`config.mk`:
```
export PLATFORM = sky130hd
export DESIGN_NAME = rgb_convert_arbiter
export DESIGN_NICKNAME = d
export VERILOG_FILES = /design/src/rtl/rgb_convert_arbiter.sv
export SDC_FILE = /design/constraint.sdc
export NUM_CORES = 1
export LEC_CHECK = 0
export CELL_PAD_IN_SITES_DETAIL_PLACEMENT = 0
export CELL_PAD_IN_SITES_GLOBAL_PLACEMENT = 1
export CORE_ASPECT_RATIO = 1.4
export CORE_UTILIZATION = 30
export DETAILED_ROUTE_END_ITERATION = 12
export GPL_TIMING_DRIVEN = 0
export HOLD_SLACK_MARGIN = 0.06
export PLACE_DENSITY = 0.8
export SYNTH_ARGS = -nofsm -noshare
export SYNTH_HDL_FRONTEND = slang
export SYNTH_SLANG_ARGS = --single-unit
```
`constraint.sdc`:
```
create_clock -name clk -period 1.7 [get_ports clk]
set_clock_uncertainty 0.15 [all_clocks]
set_input_delay 0.34 -clock clk [delete_from_list [all_inputs] [get_ports clk]]
set_output_delay 0.34 -clock clk [all_outputs]
set_load 0.01 [all_outputs]
```
`src/rtl/rgb_convert_arbiter.sv`:
```
// Round-robin sharing of one fixed-latency colour->RGB converter between two channels.
// Optional macro RGB_ARB_ERR_EN: flag colour codes 0/7 as invalid instead of converting them.
module rgb_convert_arbiter #(
    parameter int LATENCY  = 2,
    parameter int COLOUR_W = 3,
    parameter int RGB_W    = 24
) (
    input  logic                clk,
    input  logic                rst,
    input  logic                req0,
    input  logic [COLOUR_W-1:0] colour0,
    input  logic                req1,
    input  logic [COLOUR_W-1:0] colour1,
    output logic                gnt0,
    output logic                gnt1,
    output logic                conv_enable,
    output logic [COLOUR_W-1:0] conv_colour,
    input  logic [RGB_W-1:0]    conv_rgb,
    output logic [RGB_W-1:0]    rgb0,
    output logic                vld0,
    output logic [RGB_W-1:0]    rgb1,
    output logic                vld1,
    output logic                err0,
    output logic                err1,
    output logic                busy
);

`ifdef RGB_ARB_ERR_EN
    localparam bit ERR_EN = 1'b1;
`else
    localparam bit ERR_EN = 1'b0;
`endif

    logic                gnt0_q, gnt1_q, last_q;
    logic                conv_en_q;
    logic [COLOUR_W-1:0] conv_colour_q;
    logic [RGB_W-1:0]    rgb0_q, rgb1_q;
    logic                vld0_q, vld1_q, err0_q, err1_q, busy_q;
    logic [LATENCY:0]    trk_v_q, trk_id_q, trk_bad_q;

    logic                elig0, elig1, gnt0_d, gnt1_d, gnt_any, bad_d;
    logic [COLOUR_W-1:0] sel_colour;
    logic [LATENCY:0]    trk_v_d, trk_id_d, trk_bad_d;
    logic                ret_v, ret_id, ret_bad;

    always_comb begin
        // A channel granted this cycle is masked so a held req is not granted twice.
        elig0      = req0 & ~gnt0_q;
        elig1      = req1 & ~gnt1_q;
        // last_q is the most recently granted channel; ties go to the other one.
        gnt0_d     = elig0 & (~elig1 | last_q);
        gnt1_d     = elig1 & (~elig0 | ~last_q);
        gnt_any    = gnt0_d | gnt1_d;
        sel_colour = gnt1_d ? colour1 : colour0;
        bad_d      = ERR_EN && gnt_any &&
                     ((sel_colour == '0) || (sel_colour == COLOUR_W'(7)));
        trk_v_d    = {trk_v_q[LATENCY-1:0],   gnt_any};
        trk_id_d   = {trk_id_q[LATENCY-1:0],  gnt1_d};
        trk_bad_d  = {trk_bad_q[LATENCY-1:0], bad_d};
        ret_v      = trk_v_q[LATENCY];
        ret_id     = trk_id_q[LATENCY];
        ret_bad    = trk_bad_q[LATENCY];
    end

    always_ff @(posedge clk) begin
        if (rst) begin
            gnt0_q        <= 1'b0;
            gnt1_q        <= 1'b0;
            last_q        <= 1'b1;
            conv_en_q     <= 1'b0;
            conv_colour_q <= '0;
            trk_v_q       <= '0;
            trk_id_q      <= '0;
            trk_bad_q     <= '0;
            rgb0_q        <= '0;
            rgb1_q        <= '0;
            vld0_q        <= 1'b0;
            vld1_q        <= 1'b0;
            err0_q        <= 1'b0;
            err1_q        <= 1'b0;
            busy_q        <= 1'b0;
        end else begin
            gnt0_q    <= gnt0_d;
            gnt1_q    <= gnt1_d;
            conv_en_q <= gnt_any & ~bad_d;
            if (gnt_any) begin
                last_q        <= gnt1_d;
                conv_colour_q <= sel_colour;
            end
            trk_v_q   <= trk_v_d;
            trk_id_q  <= trk_id_d;
            trk_bad_q <= trk_bad_d;
            // The oldest tracking slot lines up with conv_rgb being valid.
            vld0_q    <= ret_v & ~ret_id;
            vld1_q    <= ret_v & ret_id;
            err0_q    <= ret_v & ~ret_id & ret_bad;
            err1_q    <= ret_v & ret_id & ret_bad;
            if (ret_v && !ret_id) rgb0_q <= ret_bad ? '0 : conv_rgb;
            if (ret_v && ret_id)  rgb1_q <= ret_bad ? '0 : conv_rgb;
            busy_q    <= |trk_v_d;
        end
    end

    assign gnt0        = gnt0_q;
    assign gnt1        = gnt1_q;
    assign conv_enable = conv_en_q;
    assign conv_colour = conv_colour_q;
    assign rgb0        = rgb0_q;
    assign rgb1        = rgb1_q;
    assign vld0        = vld0_q;
    assign vld1        = vld1_q;
    assign err0        = ERR_EN ? err0_q : 1'b0;
    assign err1        = ERR_EN ? err1_q : 1'b0;
    assign busy        = busy_q;

endmodule

```
==> metrics.md, run 1 <==
| Metric | Value |
|---|---|
| Status | completed |
| CP endpoint kind | output port |
| IO Count | 93 |
| Power per Cell Area | 902 nW/um^2 |
| Nets@finish | 399 |
| Slowest Stage Delay on Critical Path | 520 ps |
| FF-to-FF Start | trk_id_q[2] |
| Vias in the first global route | 2,009 |
| Starting density of the core | 0.315 |
| Commonest non-fill, non-tap cells in the layout | 97 x nand2_1, 62 x dfxtp_1, 50 x dlygate4sd2_1 |
| Via count | 2,054 |
| Post-route design area | 3370 sq um |
| Max Freq | 607 MHz |
| Crit path required time | 1210 ps |
| Hold_buf cts | 0 |
| Final min period | 1650 ps |
| Final hold violation count | 0 |
| GRT Util Overall | 0.157 |
| GPL Wtd Cong | 0.718 |
| Htree depth | 3 |
| R2R cell count | 4 |
| Reg2reg setup slack | 440 ps |
| Reg clk slew, reported paths | 70 ps |
| DRT Pass-1 Iters | 4 |
| Post-synthesis cell area | 2210 sq um |
| Data arrival, critical path | 1160 ps |
| Pins over their slew limit | 0 |
| Largest net degree at the start of global routing | 11 |
| Hold Worst Slack | 126 ps |
| Post-place setup slack | -17.9 ps |
| Overflow after GRT | 0 |
| Worst slew pin tran | 553 ps |
| CTS Buf Count | 9 |
| Worst Hold Depth | 2 |
| Critical path class | reg -> out |
| YS warnings | 0 |
| Drc violations | 0 |
| Setup crit start kind | flip-flop |
| N_diodes | 0 |
| Chip Width | 74.6 microns |
| Vias per cell | 4.43 |
| Die Y-Extent | 104 microns |
| Area Overhead vs Synth | 52.2% |
| Critical path's top delay family | buffers and inverters |
| RSZ-0062 raised after global routing | no |
| Final worst setup slack | 52.7 ps |
| Core Rows | 36 |
| Seq/Total Area, Yosys | 0.561 |
| VDD IR max | 0.570 mV |
| Placed wire-length estimate | 4.17 mm |
| Reg-to-Reg End | rgb1[14] |
| Port Buf Inserts | 89 |
| First-pass GRT wire length | 9.18 mm |
| Class of the worst hold path | in -> reg |
| Worst-path fanout max | 1 |
| Synth Instances | 264 |
| Hold Path Sink | trk_id_q[2] |
| Worst min-delay path startpoint | rst |
| Slew margin rel. | 0.632 |
| Area after DPL | 3220 sq um |
| Synth unique cells | 21 |
| DRT iter0 DRCs | 31 |
| Routed len/inst | 12.4 microns |
| Share of cells above drive strength 1 | 0.103 |
| Fill cells | 761 |
| CTS tree | yes |
| Setup TNS | 0 ps |
| Worst-skew pair later-pin latency | 330 ps |
| Total die area | 7720 sq um |
| Clock tree buffer depth | 2 |
| Routed Antenna Nets | 0 |
| Worst path bufs/invs | 1 |
| Most common cell after layout, fill and taps aside | nand2_1 |
| Slowest CP cell | clkdlybuf4s50_1 |
| Max Cap Viol | 0 |
| Core area | 7030 sq um |
| Leakage | 0.00152 uW |
| Final wirelength | 5.77 mm |
| Root Buffer | clkbuf_8 |
| Syn avg cell area | 8.37 sq um |
| Num Clock Sinks | 62 |
| Initial antenna violation count | 0 |
| Fin crit share | 0.969 |
| Final setup violation count | 0 |
| CP Cell Sequence | clkdlybuf4s50_1 |
| Synth Register Bits | 62 |
## area by class of cell
type                       instances  area, sq um  share of cell area
inverter                           1         3.75             0.00112
timing repair buffer              89          843               0.251
tap                               95          119              0.0353
clock buffer                      11          141              0.0420
clock inverter                     4         47.5              0.0141
sequential                        62         1240               0.369
multi-input combinational        181          836               0.248
buffer                            21          134              0.0398
## timing repair
action | in CTS | in global routing
endpoints found under the setup margin | 50 | 6
setup buffers | 0 | 0
endpoints found under the hold margin | 0 | 0
gates resized for setup | 50 | 6
## sequential cells by signal (all words and copies together) (netlist names)
register and cells:
vld1 1, busy 1, rgb0 24, trk_v_q 3, conv_colour 3, gnt0 1
vld0 1, last_q 1, rgb1 24, trk_id_q 3
## metal layers
layer | global-route usage | up-vias | part of all wire
li1 | - | 1049 | -
met1 | 0.170 | 934 | 0.42
met2 | 0.268 | 65 | 0.50
met3 | 0.0593 | 6 | 0.068
met4 | 0.0647 | 0 | 0.011
met5 | 0 | - | 0
## cell families after synthesis
family	share of synthesized area
DFF	0.561
AOI/OAI and AO/OA	0.137
other	0.00170
and+or+nand+nor	0.238
buffers and inverters	0.0623
## worst max path at each step
stage / from / to / slack (ps) / cells past startpoint
after floorplan: rst / trk_v_q[0] / 550 / 3
after global placement: req1 / conv_colour[2] / -0.4 / 5
after detailed placement: req1 / conv_colour[0] / -20 / 5
after CTS: rgb1[8] / rgb1[8] / 0.1 / 1
after global routing: busy / busy / 0.7 / 1
final: busy / busy / 50 / 1
## synthesized netlist by cell type
library cell,number,share of area
a211o_1,1,0.0040
a211oi_1,3,0.010
a21oi_1,42,0.095
a21oi_2,7,0.028
and2_1,1,0.0028
and3b_1,1,0.0040
buf_2,5,0.011
buf_4,8,0.027
buf_6,2,0.010
clkbuf_1,5,0.0085
clkbuf_4,1,0.0034
conb_1,1,0.0017
dfxtp_1,62,0.56
inv_1,1,0.0017
nand2_1,97,0.16
nand2b_1,3,0.0085
nor2_1,6,0.010
nor2b_1,6,0.017
nor2b_2,1,0.0040
nor3_1,8,0.018
nor4_1,3,0.0085
## metrics by stage
step,total power [uW],util,cells
3_3_place_gp,1840,0.459,449
6_report,3040,0.479,464
4_1_cts,3080,0.477,464
2_1_floorplan,1660,-,265
5_1_grt,3180,0.479,464
3_5_place_dp,1840,0.459,449
## power breakdown
part,switching [uW],total [uW],internal [uW]
Combinational,130,275,145
Clock,547,1250,704
Sequential,20.0,1510,1490
Note: power is estimated with default switching activity, not from simulation.
==> run 2, diff against run 1 <==
--- a/config.mk
+++ b/config.mk
@@ -8,11 +8,11 @@
 export CELL_PAD_IN_SITES_DETAIL_PLACEMENT = 0
 export CELL_PAD_IN_SITES_GLOBAL_PLACEMENT = 1
 export CORE_ASPECT_RATIO = 1.4
-export CORE_UTILIZATION = 30
+export CORE_UTILIZATION = 27
 export DETAILED_ROUTE_END_ITERATION = 12
 export GPL_TIMING_DRIVEN = 0
 export HOLD_SLACK_MARGIN = 0.06
-export PLACE_DENSITY = 0.8
+export PLACE_DENSITY = 0.76
 export SYNTH_ARGS = -nofsm -noshare
 export SYNTH_HDL_FRONTEND = slang
 export SYNTH_SLANG_ARGS = --single-unit
==> constraint.sdc (replaced) <==
create_clock -name clk -period 1.4 [get_ports clk]
set_clock_uncertainty 0.15 [all_clocks]
set_input_delay 0.28 -clock clk [delete_from_list [all_inputs] [get_ports clk]]
set_output_delay 0.28 -clock clk [all_outputs]
set_load 0.01 [all_outputs]
==> metrics.md, run 2 (synthesis gave the netlist of run 1 again) <==
| Metric | Value |
|---|---|
| Final wirelength | 5.92 mm (+2.6%) |
| Overflow after GRT | 0 (unchanged) |
| CTS Buf Count | 9 (unchanged) |
| Fill cells | 860 (+13%) |
| Setup crit start kind | flip-flop |
| Max Cap Viol | 0 (unchanged) |
| Slew margin rel. | 0.648 (+0.0162) |
| First-pass GRT wire length | 9.40 mm (+2.3%) |
| GRT Util Overall | 0.148 (-0.00943) |
| Final min period | 1360 ps |
| Wl on met1 | 2.54 mm (+4.7%) |
| Pins over their slew limit | 0 (unchanged) |
| Metal2 WL | 2.82 mm (-2.7%) |
| Worst slew pin tran | 528 ps (-24.3 ps) |
| VDD IR max | 0.595 mV (+4.4%) |
| Status | completed |
| Routed len/inst | 12.6 microns (+1.3%) |
| FF-to-FF Start | trk_id_q[2] |
| Worst Hold Depth | 2 (unchanged) |
| Critical path class | reg -> out |
| Share of cells above drive strength 1 | 0.170 (+0.0673) |
| Vias per cell | 4.36 (-1.5%) |
| Reg2reg setup slack | 110 ps (-330 ps) |
| Worst-path fanout max | 2 (+1) |
| Hold_buf cts | 0 (unchanged) |
| Worst path bufs/invs | 1 (unchanged) |
| Nets@finish | 399 (unchanged) |
| Post-route design area | 3340 sq um (-0.82%) |
| PnR Total Power | 3630 uW (+20%) |
| IO Count | 93 (unchanged) |
| Worst path depth | 1 (unchanged) |
| Routed Antenna Nets | 0 (unchanged) |
| Post-place setup slack | -263 ps (-245 ps) |
| Slowest CP cell | dfxtp_1 |
| Fin crit share | 0.975 |
| Root Buffer | clkbuf_8 |
| Worst min-delay path startpoint | rst |
| R2R cell count | 4 (unchanged) |
| Reg-to-Reg End | rgb1[14] |
| Final setup violation count | 0 (unchanged) |
| Total die area | 8560 sq um (+11%) |
| GPL Wtd Cong | 0.741 (+3.2%) |
| Initial antenna violation count | 0 (unchanged) |
| Leakage | 0.00127 uW (-17%) |
| Area Overhead vs Synth | 51.0% |
| Uppermost layer routed | met4 |
| Worst-skew pair later-pin latency | 340 ps (about the same) |
| CTS tree | yes |
| Starting density of the core | 0.282 (-0.0328) |
| Via count | 2,049 (-0.24%) |
| Port Buf Inserts | 89 (unchanged) |
| RSZ-0062 raised after global routing | no |
| Data arrival, critical path | 930 ps (-230 ps) |
| Area after DPL | 3230 sq um (+0.19%) |
| Num Clock Sinks | 62 (unchanged) |
| Placed wire-length estimate | 4.30 mm (+3.2%) |
| Chip Width | 78.5 microns (+5.3%) |
| Max Freq | 733 MHz |
| Drc violations | 0 (unchanged) |
| Hold Worst Slack | 63.2 ps (-62.9 ps) |
| Slowest Stage Delay on Critical Path | 350 ps (-170 ps) |
| Die Y-Extent | 109 microns (+5.3%) |
| Vias in the first global route | 1,965 (-2.2%) |
| Final worst setup slack | 35.4 ps (-17.3 ps) |
| Commonest non-fill, non-tap cells in the layout | 97 x nand2_1, 58 x dfxtp_1, 42 x a21oi_1 |
| DRT Pass-1 Iters | 4 (unchanged) |
| N_diodes | 0 (unchanged) |
| CP Cell Sequence | clkdlybuf4s15_1 |
| Power per Cell Area | 1090 nW/um^2 (+20%) |
| Critical path's top delay family | flip-flops |
| Crit path required time | 970 ps (-240 ps) |
| Largest net degree at the start of global routing | 11 (unchanged) |
| Core Rows | 38 (+5.6%) |
| DRT iter0 DRCs | 61 (+97%) |
| Reg clk slew, reported paths | 70 ps (about the same) |
| Class of the worst hold path | in -> reg |
| Htree depth | 3 (unchanged) |
| WL met3 | 416 microns (+6.4%) |
| Clock tree buffer depth | 2 (unchanged) |
| Hold Path Sink | trk_v_q[2] |
| Core area | 7850 sq um (+12%) |
| Final hold violation count | 0 (unchanged) |
| CP endpoint kind | output port |
| Most common cell after layout, fill and taps aside | nand2_1 |
[run 2: changes by cell type in the layout (fill, tap and decap cells not counted), sizes merged, moves of 6 or more]
cell / previous run / this run
clkbuf: 17 / 37
clkdlybuf4s15: 0 / 36
dlygate4sd2: 50 / 4
dlymetal6s2s: 6 / 0
[run 2: worst max path at each step]
stage / startpoint / end / slack, ps
3_3_place_gp: req1 / conv_colour[0] / -240
3_5_place_dp: req1 / conv_colour[1] / -260
6_report: rgb0[1] / rgb0[1] / 40
2_1_floorplan: trk_id_q[0] / last_q / 260
5_1_grt: req1 / conv_colour[0] / 1
4_1_cts: rgb0[22] / rgb0[22] / 0.9
[run 2: layout make-up]
| cell class | count | area (sq um) | area share |
|---|---|---|---|
| well taps | 100 | 125 | 0.0375 |
| inverters | 1 | 3.75 | 0.00112 |
| clock inverters | 3 | 17.5 | 0.00525 |
| multi-input cells | 181 | 836 | 0.250 |
| repair buffers | 89 | 805 | 0.241 |
| flip-flops and latches | 62 | 1250 | 0.373 |
| plain buffers | 21 | 136 | 0.0409 |
| clock buffers | 13 | 169 | 0.0506 |
[run 2: power by group]
group	internal (uW)	switching, uW	leakage (uW)
registers	1810	26.1	0.000505
logic	176	157	0.000665
clock network	782	676	0.0000954
total	2770	859	0.00127
[run 2: metrics by stage]
stage	instances	utilization	TNS, ps
2_1_floorplan	265	-	0
3_5_place_dp	454	0.412	-1140
5_1_grt	470	0.426	0
4_1_cts	470	0.429	0
6_report	470	0.426	0
3_3_place_gp	454	0.412	-979
[run 2: repair_timing]
action | 4_1_cts | 5_1_grt
cloned | 0 | 0
endpoints found under the setup margin | 57 | 51
gates resized for setup | 75 | 60
setup buffers | 0 | 0
[run 2: per-layer routing]
layer	vias up	global-route usage
met4	0	0.0992
li1	1050	-
met1	914	0.169
met3	11	0.0435
met2	74	0.239
met5	-	0
